[config.mk]
export PLATFORM = sky130hd
export DESIGN_NAME = fifo_reader_flat
export DESIGN_NICKNAME = d
export VERILOG_FILES = /design/src/rtl/fifo_reader_if.sv /design/src/rtl/fifo_reader.sv /design/src/flat_wrapper.sv
export SDC_FILE = /design/constraint.sdc
export NUM_CORES = 1
export LEC_CHECK = 0
export CORE_AREA = 2 2 64 127
export DETAILED_ROUTE_END_ITERATION = 10
export DIE_AREA = 0 0 66 129
export PLACE_DENSITY = 0.78
export SETUP_SLACK_MARGIN = 0.1
export SLEW_MARGIN = 20
export SYNTH_ARGS = -nofsm -noshare
export SYNTH_HDL_FRONTEND = slang
export SYNTH_SLANG_ARGS = --single-unit
export TNS_END_PERCENT = 20
[constraint.sdc]
create_clock -name clk -period 2.5 [get_ports clk]
set_input_delay 0.5 -clock clk [delete_from_list [all_inputs] [get_ports clk]]
set_output_delay 0.5 -clock clk [all_outputs]
set_load 0.1 [all_outputs]
[src/rtl/fifo_reader_if.sv]
// Stream bundle between the shared FIFO read port and the
// registered valid/ready output of fifo_reader.
interface fifo_reader_if #(
  parameter int DW = 32
);
  logic          fifo_empty_i;
  logic [DW-1:0] fifo_r_data_i;
  logic          fifo_r_en_o;
  logic          out_valid_o;
  logic          out_ready_i;
  logic [DW-1:0] out_data_o;

  modport master (
    input  fifo_empty_i,
    input  fifo_r_data_i,
    input  out_ready_i,
    output fifo_r_en_o,
    output out_valid_o,
    output out_data_o
  );

  modport slave (
    output fifo_empty_i,
    output fifo_r_data_i,
    output out_ready_i,
    input  fifo_r_en_o,
    input  out_valid_o,
    input  out_data_o
  );
endinterface

[src/rtl/fifo_reader.sv]
// Read-side master for the shared FIFO: 2-entry prefetch buffer
// re-presenting FIFO entries as a registered valid/ready stream.
module fifo_reader #(
  parameter int DATA_WIDTH = 32,
  parameter int CNT_WIDTH  = 16
) (
  input  logic                 clk,
  input  logic                 rst_n,
  fifo_reader_if.master        bus,
  input  logic                 flush_i,
  output logic [CNT_WIDTH-1:0] beat_cnt_o,
  output logic [1:0]           buf_cnt_o
);

  typedef enum logic [1:0] {
    EMPTY = 2'd0,
    ONE   = 2'd1,
    TWO   = 2'd2
  } state_e;

  state_e                state_q, state_d;
  logic [DATA_WIDTH-1:0] h_q, h_d;
  logic [DATA_WIDTH-1:0] t_q, t_d;
  logic [CNT_WIDTH-1:0]  cnt_q, cnt_d;
  logic                  pop;
  logic                  hs;

  // Pop depends only on registered occupancy, never on ready.
  assign pop = !bus.fifo_empty_i
             && (state_q != TWO)
             && !flush_i;
  assign hs  = (state_q != EMPTY) && bus.out_ready_i;

  always_comb begin
    state_d = state_q;
    h_d     = h_q;
    t_d     = t_q;
    cnt_d   = cnt_q + {{(CNT_WIDTH-1){1'b0}}, hs};
    if (flush_i) begin
      state_d = EMPTY;
    end else begin
      unique case (state_q)
        EMPTY: begin
          if (pop) begin
            state_d = ONE;
            h_d     = bus.fifo_r_data_i;
          end
        end
        ONE: begin
          unique case (1'b1)
            (pop && !hs): begin
              state_d = TWO;
              t_d     = bus.fifo_r_data_i;
            end
            (hs && !pop): begin
              state_d = EMPTY;
            end
            (pop && hs): begin
              h_d = bus.fifo_r_data_i;
            end
            default: ;
          endcase
        end
        TWO: begin
          if (hs) begin
            state_d = ONE;
            h_d     = t_q;
          end
        end
        default: state_d = EMPTY;
      endcase
    end
  end

  always_ff @(posedge clk or negedge rst_n) begin
    if (!rst_n) begin
      state_q <= EMPTY;
      h_q     <= '0;
      t_q     <= '0;
      cnt_q   <= '0;
    end else begin
      state_q <= state_d;
      h_q     <= h_d;
      t_q     <= t_d;
      cnt_q   <= cnt_d;
    end
  end

  assign bus.fifo_r_en_o = pop;
  assign bus.out_valid_o = (state_q != EMPTY);
  assign bus.out_data_o  = h_q;
  assign beat_cnt_o      = cnt_q;
  assign buf_cnt_o       = state_q;

endmodule

[src/flat_wrapper.sv]
// flat-port wrapper written by rule: the top's interface ports become plain ports
module fifo_reader_flat 
#(
  parameter int DATA_WIDTH = 32,
  parameter int CNT_WIDTH  = 16
)
  (clk, rst_n, flush_i, beat_cnt_o, buf_cnt_o, bus_fifo_empty_i, bus_fifo_r_data_i, bus_out_ready_i, bus_fifo_r_en_o, bus_out_valid_o, bus_out_data_o);
  fifo_reader_if #(.DW((32))) bus_i ();
  input  logic clk;
  input  logic rst_n;
  input  logic flush_i;
  output logic [CNT_WIDTH-1:0] beat_cnt_o;
  output logic [1:0] buf_cnt_o;
  input wire logic [$bits(bus_i.fifo_empty_i)-1:0] bus_fifo_empty_i;
  input wire logic [$bits(bus_i.fifo_r_data_i)-1:0] bus_fifo_r_data_i;
  input wire logic [$bits(bus_i.out_ready_i)-1:0] bus_out_ready_i;
  output wire logic [$bits(bus_i.fifo_r_en_o)-1:0] bus_fifo_r_en_o;
  output wire logic [$bits(bus_i.out_valid_o)-1:0] bus_out_valid_o;
  output wire logic [$bits(bus_i.out_data_o)-1:0] bus_out_data_o;
  assign bus_i.fifo_empty_i = bus_fifo_empty_i;
  assign bus_i.fifo_r_data_i = bus_fifo_r_data_i;
  assign bus_i.out_ready_i = bus_out_ready_i;
  assign bus_fifo_r_en_o = bus_i.fifo_r_en_o;
  assign bus_out_valid_o = bus_i.out_valid_o;
  assign bus_out_data_o = bus_i.out_data_o;
  fifo_reader #(.DATA_WIDTH(DATA_WIDTH), .CNT_WIDTH(CNT_WIDTH)) u_core (.clk(clk), .rst_n(rst_n), .bus(bus_i), .flush_i(flush_i), .beat_cnt_o(beat_cnt_o), .buf_cnt_o(buf_cnt_o));
endmodule
==> summary.md <==
| Metric | Value |
|---|---|
| Status | `complete, no violations` |
| Final GP Congestion | `0.7328` |
| H-tree depth | `3` |
| Synth top area share | `57.14%` |
| Most common cell in the synthesized netlist | `mux2_2` |
| Final wirelength | `7312 um` |
| Worst slack, placed | `-52.75 ps` |
| Worst-path clk slew | `60 ps` |
| Area of the multi-input gates | `0.001493 sq mm` |
| Core Box Area | `0.007545 sq mm` |
| FP Rows | `45` |
| GRT met3 Usage | `3.584%` |
| Final worst-path cycle share | `88.88%` |
| Net total in the final layout | `390` |
| Cells after synthesis | `249` |
| Pleak | `2.183 nW` |
| Die W | `66 um` |
| Fillers | `610` |
| Die area | `0.008514 sq mm` |
| Largest cells by area after synthesis | `dfrtp_1 (57%), mux2_2 (29%), xnor2_1 (2.2%), xor2_1 (1.5%), ha_1 (1.4%)` |
| Arrival @ worst endpoint | `1720 ps` |
| Worst IR Drop VDD | `0.7366 mV` |
| GR Layer Usage met1 | `19.02%` |
| Finish-stage setup viols | `0` |
| Mean routed wirelength per cell | `16.32 um` |
| Slew HR | `69.13%` |
| Vias in the first global route | `2,464` |
| Setup Fix Bufs, Post-CTS | `0` |
| GRT overflow | `0` |
| DRC viols | `0` |
| Layout cell share with drive strength beyond 1 | `50.85%` |
| Largest family of logic cells by synthesized area | `multiplexers` |
| Hold Vio Cnt, Final | `0` |
| Synth Area in Compound Gates | `0.7666%` |
| Routed vias/inst | `5.092` |
| DRT antenna net count | `0` |
| Commonest cells post-synth | `mux2_2 (94), dfrtp_1 (82), xnor2_1 (9)` |
| Cell Area, Synth | `0.003591 sq mm` |
| Worst Hold Class | `input port to asynchronous set/reset pin` |
| Final std cells w/o fill | `448` |
| Final setup TNS | `0 ps` |
| Post-synthesis sequential area ratio | `57.14%` |
| Clock latency on the worst-skew pair | `330 ps` |
| Max Cap Viol | `0` |
| Avg Inst Size Synth | `14.42 sq um` |
| Post-synthesis net count | `290` |
| Critical Path Source Type | `input port` |
| Number of gates resized after CTS | `0` |
| Initial antenna violation count | `0` |
| Busiest metal layer after global routing | `met2` |
| Iteration-0 DRC Markers | `87` |
| Longest Clk Path Bufs | `2` |
| Worst Path Required | `2000 ps` |
| Clock Skew | `8.448 ps` |
| Yosys reg bits | `82` |
| Final setup margin | `278.0 ps` |
| Number of flops mapped to enable cells by yosys | `0` |
| FFs w/ async S/R, synth | `100.0%` |
| Crit-path max FO | `3` |
| GR met2 Demand/Resource | `35.41%` |
| Via count | `2,281` |
| Power per cell area | `1139 mW/mm^2` |
| Area added between synthesis and finish | `36.06%` |
| Inst Count DP | `432` |
| Largest net degree at the start of global routing | `33` |
| First-pass GRT wire length | `11,870 um` |
| DR pass1 iterations | `4` |
| I/O Pins | `89` |
| CTS tree | `built` |
| Yosys top cell by area | `dfrtp_1` |
| Sink Count | `82` |
| Ant. Diodes | `0` |
| Root Buffer | `clkbuf_16` |
| Worst setup EP type | `primary output` |
| Worst slew pin tran | `459.5 ps` |
| Unique masters post-synth | `25` |
| DP Wirelength | `5463 um` |
| Crit Path Class | `input port to primary output` |
| Initial core utilization | `47.60%` |
| Port Buf Inserts | `88` |
| Synth warn | `0` |
| Main synth FF type | `dfrtp_1` |
| Die Ht | `129 um` |
| Fraction of the mapped netlist area in adder cells | `1.394%` |
| Gr usage total | `18.83%` |
| Post-CTS Hold Buffers | `0` |
| Final min period | `2222 ps` |
| Num CTS Buffers | `9` |
| Simple-gate share of the synthesized area | `4.739%` |
| Sequential Area | `0.002059 sq mm` |
| Mux contribution to synthesized area | `30.38%` |
| Post-synthesis xor/xnor area fraction | `3.659%` |
| Fmax | `450.0 MHz` |
| RSZ-0062 raised after global routing | `no` |
| Final Max Tran Viols | `0` |
==> flip-flops by register name (all words and copies together), names as in the netlist <==
register and cells:
u_core.t_q 32, u_core.bus.out_data_o 32, u_core.buf_cnt_o 2, u_core.beat_cnt_o 16
==> placed cells by master (no fill, tap or decap), drive strengths merged, types with 5 or more instances in the layout <==
cell	count
clkbuf	13
dfrtp	82
buf	64
xnor2	9
xor2	6
nand3	6
nand2	8
clkdlybuf4s50	35
mux2	96
nor2	5
==> cell families (layout without fill, tap and decap cells) <==
logic type / Yosys count / after routing
buffers and inverters: 13 / 118
AOI/OAI and AO/OA: 4 / 4
and+or+nand+nor: 34 / 34
adders and majority gates: 4 / 4
muxes: 97 / 97
DFF: 82 / 82
xor gates and xnor gates: 15 / 15
==> metrics by stage <==
step | utilization (%) | total power [mW] | instance area [sq um] | hold WS [ps]
finish | 64.76 | 5.563 | 4886 | 102.0
global route | 64.76 | 5.769 | 4886 | 132.3
CTS | 64.76 | 5.619 | 4886 | 120.9
detailed placement | 60.71 | 4.248 | 4581 | 468.6
global placement | 60.71 | 4.194 | 4581 | 458.8
floorplan | - | 3.675 | 3665 | 204.4
==> critical path, stage by stage <==
cell and delay [ps]:
clkdlybuf4s50_1 420, or3_4 420, clkinvlp_4 100, buf_4 120
buf_12 160
==> power breakdown <==
part	internal (mW)	total, mW	leakage (nW)	switching [mW]
Sequential	1.70	1.93	1.01	0.229
Clock	0.874	1.36	0.148	0.481
Combinational	0.624	2.28	1.02	1.66
Total	3.20	5.56	2.18	2.37
==> per-layer routing <==
metal / wire length (um) / vias to the layer above
li1: - / 1075
met1: 2594 / 1146
met2: 4361 / 47
met3: 219 / 13
met4: 137 / 0
met5: 0 / -
==> path summary, 6_finish.rpt <==
path                                       startpoint                        end  slack, ps  depth (start not counted)
max in group asynchronous                       rst_n       u_core.beat_cnt_o[6]       1750                          2
worst max register to register    u_core.buf_cnt_o[1]             u_core.t_q[26]        330                          8
worst max-delay path                          flush_i            bus_fifo_r_en_o        280                          5
worst min register to register  u_core.beat_cnt_o[15]      u_core.beat_cnt_o[15]        470                          1
worst min-delay path                            rst_n  u_core.bus.out_data_o[12]        100                          1
min in group clk                u_core.beat_cnt_o[15]      u_core.beat_cnt_o[15]        470                          1
==> cell type report <==
type                            instances  area share [%]
Clock inverter                          3           1.332
Multi-Input combinational cell        154           30.55
Tap cell                               94           2.407
Clock buffer                           13           4.917
Sequential cell                        82           42.15
Timing Repair Buffer                   99           18.28
Inverter                                3          0.3585
No activity file was read; power rests on OpenSTA's default activity.
